--- src/rtl/mem_arbiter_if.sv ---
// Bus bundle for mem_arbiter: MEM-stage port, loader/debug port and the single-port RAM side.
// Signal prefixes follow the arbiter's view (i_ into the arbiter, o_ out of it).
interface mem_arbiter_if #(
  parameter int ADDR_W = 10,
  parameter int DATA_W = 8
);
  logic              i_mem_req;
  logic              i_mem_write;
  logic [ADDR_W-1:0] i_mem_addr;
  logic [DATA_W-1:0] i_mem_wdata;
  logic              o_mem_ack;
  logic [DATA_W-1:0] o_mem_rdata;
  logic              o_stall_pipe;

  logic              i_ld_req;
  logic              i_ld_write;
  logic [ADDR_W-1:0] i_ld_addr;
  logic [DATA_W-1:0] i_ld_wdata;
  logic              o_ld_ack;
  logic [DATA_W-1:0] o_ld_rdata;

  logic              o_ram_cs;
  logic              o_ram_we;
  logic [ADDR_W-1:0] o_ram_addr;
  logic [DATA_W-1:0] o_ram_wdata;
  logic [DATA_W-1:0] i_ram_rdata;

  modport slave (
    input  i_mem_req, i_mem_write, i_mem_addr, i_mem_wdata,
    output o_mem_ack, o_mem_rdata, o_stall_pipe,
    input  i_ld_req, i_ld_write, i_ld_addr, i_ld_wdata,
    output o_ld_ack, o_ld_rdata,
    output o_ram_cs, o_ram_we, o_ram_addr, o_ram_wdata,
    input  i_ram_rdata
  );

  modport master (
    output i_mem_req, i_mem_write, i_mem_addr, i_mem_wdata,
    input  o_mem_ack, o_mem_rdata, o_stall_pipe,
    output i_ld_req, i_ld_write, i_ld_addr, i_ld_wdata,
    input  o_ld_ack, o_ld_rdata,
    input  o_ram_cs, o_ram_we, o_ram_addr, o_ram_wdata,
    output i_ram_rdata
  );
endinterface

--- src/rtl/mem_arbiter.sv ---
// Two-requester arbiter for the single-port data RAM: pipeline MEM port has priority,
// loader port is guaranteed a win after LD_MAX_WAIT contested MEM grants in a row.
module mem_arbiter #(
  parameter int ADDR_W      = 10,
  parameter int DATA_W      = 8,
  parameter int LD_MAX_WAIT = 4
) (
  input  logic         clk,
  input  logic         rst_n,
  mem_arbiter_if.slave bus
);

  localparam int              CNT_W   = $clog2(LD_MAX_WAIT + 1);
  localparam logic [CNT_W-1:0] CNT_MAX = CNT_W'(LD_MAX_WAIT);

  typedef enum logic [1:0] {
    S_IDLE,
    S_ACCESS,
    S_CAPTURE,
    S_ACK
  } state_t;

  state_t            r_state;
  state_t            w_next_state;
  logic              r_grant_ld;
  logic              r_write;
  logic [ADDR_W-1:0] r_addr;
  logic [DATA_W-1:0] r_wdata;
  logic [CNT_W-1:0]  r_wait_cnt;
  logic [DATA_W-1:0] r_mem_rdata;
  logic [DATA_W-1:0] r_ld_rdata;

  logic w_any_req;
  logic w_pick_ld;
  logic w_mem_ack;

  assign w_any_req = bus.i_mem_req | bus.i_ld_req;
  // Loader wins when alone, or when MEM has already taken the contested slot LD_MAX_WAIT times.
  assign w_pick_ld = bus.i_ld_req & (~bus.i_mem_req | (r_wait_cnt == CNT_MAX));

  // NOTE: registered state uses non-blocking assignments so every flop samples pre-edge values.
  always_ff @(posedge clk or negedge rst_n) begin
    if (!rst_n) r_state <= S_IDLE;
    else        r_state <= w_next_state;
  end

  // NOTE: every signal gets its default before the case, so no path can infer a latch.
  always_comb begin
    w_next_state    = r_state;
    w_mem_ack       = 1'b0;
    bus.o_ld_ack    = 1'b0;
    bus.o_ram_cs    = 1'b0;
    bus.o_ram_we    = 1'b0;
    bus.o_ram_addr  = '0;
    bus.o_ram_wdata = '0;
    case (r_state)
      S_IDLE:    if (w_any_req) w_next_state = S_ACCESS;
      S_ACCESS: begin
        bus.o_ram_cs    = 1'b1;
        bus.o_ram_we    = r_write;
        bus.o_ram_addr  = r_addr;
        bus.o_ram_wdata = r_wdata;
        w_next_state    = S_CAPTURE;
      end
      S_CAPTURE: w_next_state = S_ACK;
      S_ACK: begin
        w_mem_ack    = ~r_grant_ld;
        bus.o_ld_ack = r_grant_ld;
        w_next_state = S_IDLE;
      end
      default:   w_next_state = S_IDLE;
    endcase
  end

  always_ff @(posedge clk or negedge rst_n) begin
    if (!rst_n) begin
      r_grant_ld <= 1'b0;
      r_write    <= 1'b0;
      r_addr     <= '0;
      r_wdata    <= '0;
      r_wait_cnt <= '0;
    end else if (r_state == S_IDLE && w_any_req) begin
      r_grant_ld <= w_pick_ld;
      r_write    <= w_pick_ld ? bus.i_ld_write : bus.i_mem_write;
      r_addr     <= w_pick_ld ? bus.i_ld_addr  : bus.i_mem_addr;
      r_wdata    <= w_pick_ld ? bus.i_ld_wdata : bus.i_mem_wdata;
      if (w_pick_ld)
        r_wait_cnt <= '0;
      else if (bus.i_ld_req && r_wait_cnt != CNT_MAX)
        r_wait_cnt <= r_wait_cnt + 1'b1;
    end
  end

  // RAM data is valid in CAPTURE, one cycle after the chip-select cycle.
  always_ff @(posedge clk or negedge rst_n) begin
    if (!rst_n) begin
      r_mem_rdata <= '0;
      r_ld_rdata  <= '0;
    end else if (r_state == S_CAPTURE && !r_write) begin
      if (r_grant_ld) r_ld_rdata  <= bus.i_ram_rdata;
      else            r_mem_rdata <= bus.i_ram_rdata;
    end
  end

  assign bus.o_mem_ack    = w_mem_ack;
  assign bus.o_stall_pipe = bus.i_mem_req & ~w_mem_ack;
  assign bus.o_mem_rdata  = r_mem_rdata;
  assign bus.o_ld_rdata   = r_ld_rdata;

endmodule

--- src/flat_wrapper.sv ---
// flat-port wrapper written by rule: the top's interface ports become plain ports
module mem_arbiter_flat 
#(
  parameter int ADDR_W      = 10,
  parameter int DATA_W      = 8,
  parameter int LD_MAX_WAIT = 4
)
  (clk, rst_n, bus_i_mem_req, bus_i_mem_write, bus_i_mem_addr, bus_i_mem_wdata, bus_o_mem_ack, bus_o_mem_rdata, bus_o_stall_pipe, bus_i_ld_req, bus_i_ld_write, bus_i_ld_addr, bus_i_ld_wdata, bus_o_ld_ack, bus_o_ld_rdata, bus_o_ram_cs, bus_o_ram_we, bus_o_ram_addr, bus_o_ram_wdata, bus_i_ram_rdata);
  mem_arbiter_if #(.ADDR_W(ADDR_W), .DATA_W(DATA_W)) bus_i ();
  input  logic clk;
  input  logic rst_n;
  input wire logic [$bits(bus_i.i_mem_req)-1:0] bus_i_mem_req;
  input wire logic [$bits(bus_i.i_mem_write)-1:0] bus_i_mem_write;
  input wire logic [$bits(bus_i.i_mem_addr)-1:0] bus_i_mem_addr;
  input wire logic [$bits(bus_i.i_mem_wdata)-1:0] bus_i_mem_wdata;
  output wire logic [$bits(bus_i.o_mem_ack)-1:0] bus_o_mem_ack;
  output wire logic [$bits(bus_i.o_mem_rdata)-1:0] bus_o_mem_rdata;
  output wire logic [$bits(bus_i.o_stall_pipe)-1:0] bus_o_stall_pipe;
  input wire logic [$bits(bus_i.i_ld_req)-1:0] bus_i_ld_req;
  input wire logic [$bits(bus_i.i_ld_write)-1:0] bus_i_ld_write;
  input wire logic [$bits(bus_i.i_ld_addr)-1:0] bus_i_ld_addr;
  input wire logic [$bits(bus_i.i_ld_wdata)-1:0] bus_i_ld_wdata;
  output wire logic [$bits(bus_i.o_ld_ack)-1:0] bus_o_ld_ack;
  output wire logic [$bits(bus_i.o_ld_rdata)-1:0] bus_o_ld_rdata;
  output wire logic [$bits(bus_i.o_ram_cs)-1:0] bus_o_ram_cs;
  output wire logic [$bits(bus_i.o_ram_we)-1:0] bus_o_ram_we;
  output wire logic [$bits(bus_i.o_ram_addr)-1:0] bus_o_ram_addr;
  output wire logic [$bits(bus_i.o_ram_wdata)-1:0] bus_o_ram_wdata;
  input wire logic [$bits(bus_i.i_ram_rdata)-1:0] bus_i_ram_rdata;
  assign bus_i.i_mem_req = bus_i_mem_req;
  assign bus_i.i_mem_write = bus_i_mem_write;
  assign bus_i.i_mem_addr = bus_i_mem_addr;
  assign bus_i.i_mem_wdata = bus_i_mem_wdata;
  assign bus_o_mem_ack = bus_i.o_mem_ack;
  assign bus_o_mem_rdata = bus_i.o_mem_rdata;
  assign bus_o_stall_pipe = bus_i.o_stall_pipe;
  assign bus_i.i_ld_req = bus_i_ld_req;
  assign bus_i.i_ld_write = bus_i_ld_write;
  assign bus_i.i_ld_addr = bus_i_ld_addr;
  assign bus_i.i_ld_wdata = bus_i_ld_wdata;
  assign bus_o_ld_ack = bus_i.o_ld_ack;
  assign bus_o_ld_rdata = bus_i.o_ld_rdata;
  assign bus_o_ram_cs = bus_i.o_ram_cs;
  assign bus_o_ram_we = bus_i.o_ram_we;
  assign bus_o_ram_addr = bus_i.o_ram_addr;
  assign bus_o_ram_wdata = bus_i.o_ram_wdata;
  assign bus_i.i_ram_rdata = bus_i_ram_rdata;
  mem_arbiter #(.ADDR_W(ADDR_W), .DATA_W(DATA_W), .LD_MAX_WAIT(LD_MAX_WAIT)) u_core (.clk(clk), .rst_n(rst_n), .bus(bus_i));
endmodule
--- config.mk ---
export PLATFORM = sky130hd
export DESIGN_NAME = mem_arbiter_flat
export DESIGN_NICKNAME = d
export VERILOG_FILES = /design/src/rtl/mem_arbiter_if.sv /design/src/rtl/mem_arbiter.sv /design/src/flat_wrapper.sv
export SDC_FILE = /design/constraint.sdc
export NUM_CORES = 1
export LEC_CHECK = 0
export CORE_MARGIN = 3
export CORE_UTILIZATION = 40
export DETAILED_ROUTE_END_ITERATION = 12
export DONT_BUFFER_PORTS = 1
export GPL_ROUTABILITY_DRIVEN = 0
export PLACE_DENSITY = 0.64
export SLEW_MARGIN = 25
export SYNTH_ARGS = -nofsm -noshare
export SYNTH_HDL_FRONTEND = slang
export SYNTH_SLANG_ARGS = --single-unit
--- constraint.sdc ---
create_clock -name clk -period 4.1 [get_ports clk]
set_input_delay 0.82 -clock clk [delete_from_list [all_inputs] [get_ports clk]]
set_output_delay 0.82 -clock clk [all_outputs]
set_load 0.005 [all_outputs]
# Yosys cells after proc, flatten, opt, wreduce, memory -nomap -nowiden

Index checks and enable logic that the tools add are counted.

Register bits after elaboration: 41
Input port bits: 50

Add/sub/neg operators: 1
Equal/unequal tests: 6
Muxes and demuxes: 13
Bitwise logic cells: 7
Reductions and logical operators: 9

Operators with widths:

| kind                  | number |
|---|---|
| $mux W10              | 2 |
| $mux W8               | 2 |
| $pmux W2 S4           | 1 |
| $mux W3               | 2 |
| $reduce_and A2 Y1     | 3 |
| $mux W1               | 5 |
| $eq A2 B2 Y1 const B  | 2 |
| $add A3 B1 Y3 const B | 1 |
| $eq A3 B3 Y1 const B  | 1 |
| $logic_and A1 B1 Y1   | 3 |
| $ne A3 B3 Y1 const B  | 1 |
| $not A1 Y1            | 3 |
| $and A1 B1 Y1         | 2 |
| $eq A2 B1 Y1 const B  | 1 |
| $logic_not A2 Y1      | 1 |
| $mux W2               | 1 |
| $ne A2 B1 Y1 const B  | 1 |
| $or A1 B1 Y1          | 2 |
| $reduce_bool A2 Y1    | 1 |
| $logic_not A1 Y1      | 1 |

# Depth between registers and ports, before layout

Word-level depth: 5
Mapped depth: 7

# Worst setup path after synthesis

No wires, ideal clock.

Path type: flip-flop to output port
Start point: register u_core.r_state[1]
End point: output port bus_o_ram_addr[9]
Arrival: 1119 ps
Required time: 3280 ps
Setup slack: 2161 ps
Stages on the path, launching flop included: 5
Buffers on the path: 1
Cell sequence: dfrtp_1 -> inv_1 -> ha_1 -> clkbuf_1 -> and2_1

Longest elaborated chain between the ends: 2

Ends and longest elaborated chain:

| element                | RTL line           | RTL |
|---|---|---|
| from (decl)            | mem_arbiter.sv:23  | `state_t r_state;` |
| from (signal assigned) | mem_arbiter.sv:44  | `else r_state <= w_next_state;` |
| $eq A2 B1 Y1           | mem_arbiter.sv:56  | `case (r_state)` |
| $mux W10               | mem_arbiter.sv:56  |  |
| to (decl)              | flat_wrapper.sv:27 | `output wire logic [$bits(bus_i.o_ram_addr)-1:0] bus_o_ram_addr;` |

Every way passes these cells.

# Worst setup path after layout

Start point: register u_core.r_state[1]
End point: output port bus_o_ram_we

Longest elaborated chain between the ends: 2

Ends and longest elaborated chain:

| element      | RTL line           | RTL |
|---|---|---|
| $eq A2 B1 Y1 | mem_arbiter.sv:56  |  |
| $mux W1      | mem_arbiter.sv:56  |  |
| to (decl)    | flat_wrapper.sv:26 | `output wire logic [$bits(bus_i.o_ram_we)-1:0] bus_o_ram_we;` |

Every way passes these cells.

==> impl_metrics.env <==
export IMPL_result_of_the_run="complete, no violations"
export IMPL_required_ps=3280
export IMPL_final_hold_viol_count=0
export IMPL_buffer_ports_inserted=0
export IMPL_synth_area_leader_cell="dfrtp_1"
export IMPL_post_route_cells_drive_above_1_share_pct=15.3
export IMPL_synth_largest_type_area_fraction_pct=49.5
export IMPL_cts_setup_buffers=0
export IMPL_drt_total_wl_mm=4.62
export IMPL_cts_hold_buffers=0
export IMPL_ctsHtreeMaxLevel=2
export IMPL_synth_common_cells="dfrtp_1 (41), nand2_1 (40), and2_1 (20)"
export IMPL_route_antenna_remaining_nets=0
export IMPL_global_route_usage_met3_pct=4.76
export IMPL_number_of_flops_mapped_to_enable_cells_by_yosys=0
export IMPL_finalWorstPathRequiredPeriod_ps=2480
export IMPL_finalNetCount=252
export IMPL_start_kind="flip-flop"
export IMPL_root_buffer="clkbuf_8"
export IMPL_max_freq_mhz=403
export IMPL_floorplan_die_area_sq_um=6080
export IMPL_mean_post_synth_cell_area_sq_um=10.3
export IMPL_use_met2_pct=27.3
export IMPL_final_cell_area_sq_um=2210
export IMPL_cts_buffers_inserted=5
export IMPL_setup_tns_ps=0
export IMPL_fillCellCount=462
export IMPL_worstHoldPathType="primary input to async pin"
export IMPL_insertion_delay_ps=290
export IMPL_number_of_placement_rows=25
export IMPL_max_cap_violations=0
export IMPL_timing_worst_setup_path_type="flip-flop to primary output"
export IMPL_cts_buffer_depth=2
export IMPL_timing_worst_slew_pin_value_ps=838
export IMPL_syn_area_sq_um=2070
export IMPL_ys_flop_type="dfrtp_1"
export IMPL_setup_reg_to_reg_worst_slack_ps=2210
export IMPL_grt_max_degree=42
export IMPL_insertedDiodeCount=0
export IMPL_path_delay_family="adder cells"
export IMPL_critical_path_endpoint_type="primary output"
export IMPL_cts_clk_pin_slew_worst_paths_ps=80
export IMPL_synth_seq_area_share_pct=49.5
export IMPL_num_vias=1499
export IMPL_grt_use_met1_pct=20.0
export IMPL_dp_hpwl_mm=3.10
export IMPL_grt_pass1_wl_mm=7.65
export IMPL_timing_final_max_slew_violations=0
export IMPL_multiInputGateArea_sq_um=966
export IMPL_slowest_delay_ps=600
export IMPL_synth_net_count=258
export IMPL_post_synth_inst_count=201
export IMPL_clock_sink_count=41
export IMPL_critical_path_slowest_cell="ha_1"
export IMPL_power_density_nw_per_um2=752
export IMPL_globalRoute_busiestLayer="met2"
export IMPL_leakage_power_nw=0.915
export IMPL_placeableCoreArea_sq_um=4850
export IMPL_worstPathBufferInverterCount=1
export IMPL_drt_wl_cell_um=17.6
export IMPL_die_height_um=78.0
export IMPL_ys_ff_latch=41
export IMPL_post_dp_cell_area_sq_um=2100
export IMPL_ys_warnings_count=0
export IMPL_track_usage_pct=15.9
export IMPL_drt_iter0_drc=42
export IMPL_die_width_um=78.0
export IMPL_route_detailed_vias_per_inst=5.70
export IMPL_layout_core_utilization_pct=45.6
export IMPL_cts_resized=0
export IMPL_globalRoute_totalOverflow=0
export IMPL_unrepaired_setup_endpoints_after_global_routing="false"
export IMPL_areaGrowthSynthToFinish_pct=6.71
export IMPL_synthTopCellsByArea="dfrtp_1 (50%), mux2_2 (9.2%), nand2_1 (7.3%), o211ai_1 (6.9%), and2_1 (6.0%)"
export IMPL_finClkSkew_ps=6.04
export IMPL_postSynth_asyncResetShare_pct=100
export IMPL_count_of_unresolved_drc_violations_after_routing=0
export IMPL_post_synth_top_count_cell="dfrtp_1"
export IMPL_grt_antenna_before_repair=0
export IMPL_maxSlewHeadroom_pct=44.1
export IMPL_setup_viol=0
export IMPL_ios=89
export IMPL_area_sequential_sq_um=1030
export IMPL_first_global_vias=1522
export IMPL_detail_route_first_pass_iterations=4
export IMPL_tritoncts="yes"
export IMPL_initial_utilization_pct=42.7
export IMPL_timing_critical_path_cells="inv_1 > ha_1 > and2_1"
export IMPL_final_min_period_over_clock_period_pct=60.5
export IMPL_worstPathMaxFanout=20
export IMPL_worstPathArrival_ps=1660
export IMPL_vdd_ir_drop_max_uv=246
export IMPL_synthDistinctLibCells=30
## final timing paths
path,end,cells after the start,startpoint
worst max-delay path,bus_o_ram_we,3,u_core.r_state[1]
worst min-delay path,u_core.r_addr[4],0,rst_n
worst max register to register,u_core.r_state[1],5,u_core.r_state[0]
worst min register to register,u_core.r_addr[6],2,u_core.r_addr[6]
max in group asynchronous,u_core.bus.o_ld_rdata[7],0,rst_n
min in group clk,u_core.r_addr[6],2,u_core.r_addr[6]
## cell type report
cell class,instances,share of cell area [%]
clock inverter,2,1.76
timing repair buffer,1,0.340
clock buffer,6,3.28
multi-input combinational,142,43.7
tap,67,3.79
sequential,41,46.4
inverter,4,0.680
## per-layer routing
| layer | vias to the layer above | share of wire (%) |
|---|---|---|
| li1 | 690 | - |
| met1 | 746 | 42 |
| met2 | 59 | 50 |
| met3 | 4 | 7.5 |
| met4 | 0 | 0.58 |
| met5 | - | 0 |
## registers in the layout, indices dropped and copies added (netlist names)
| name | count |
|---|---|
| u_core.bus.o_ld_rdata | 8 |
| u_core.bus.o_mem_rdata | 8 |
| u_core.r_addr | 10 |
| u_core.r_state | 2 |
| u_core.r_grant_ld | 1 |
| u_core.r_wait_cnt | 3 |
| u_core.r_wdata | 8 |
| u_core.r_write | 1 |
## cells in the final DEF (no fill, tap or decap)
cell       instances
clkbuf_8           5
dfrtp_1           41
nor3b_1            1
nor2_1             1
a21bo_2            1
and2_1            20
nor2b_1            2
nand2_1           40
a21o_1             1
o21a_1             1
nand2b_1           1
mux2_2            17
clkinv_4           1
nand3b_1           1
mux2_4             1
clkbuf_1           1
o2bb2ai_1          1
a21oi_1            1
buf_4              1
ha_1               7
nor3b_2            1
o211ai_1          19
nand3_1            1
inv_1              4
o21ai_0            1
nand4_1           19
and2_4             1
nor3_1             2
o21ai_2            1
bufinv_16          1
a22o_1             1
## stage by stage
stage | worst slack, ps | hold slack [ps] | power [mW] | std cells
global route | 1480 | 190 | 1.80 | 263
detailed placement | 1920 | 478 | 1.37 | 255
CTS | 1590 | 207 | 1.69 | 263
floorplan | 2160 | 458 | 1.22 | 201
global placement | 1990 | 474 | 1.34 | 255
finish | 1620 | 216 | 1.66 | 263
## report_power, final
part           internal (mW)  switching, mW
Clock                  0.183          0.140
Combinational          0.273          0.328
Sequential             0.608          0.131
Total                   1.06          0.598
## cell families (layout without fill, tap and decap cells)
logic type | count (synthesis) | count (layout) | share of synthesized area, %
AND/OR/NAND/NOR | 90 | 90 | 22.6
flip-flops | 41 | 41 | 49.5
AO/OA/AOI/OAI | 27 | 27 | 9.85
multiplexers | 18 | 18 | 9.97
buffers and inverters | 18 | 13 | 3.81
adder cells (fa/ha/maj) | 7 | 7 | 4.23
(Power assumes the default switching activity.)
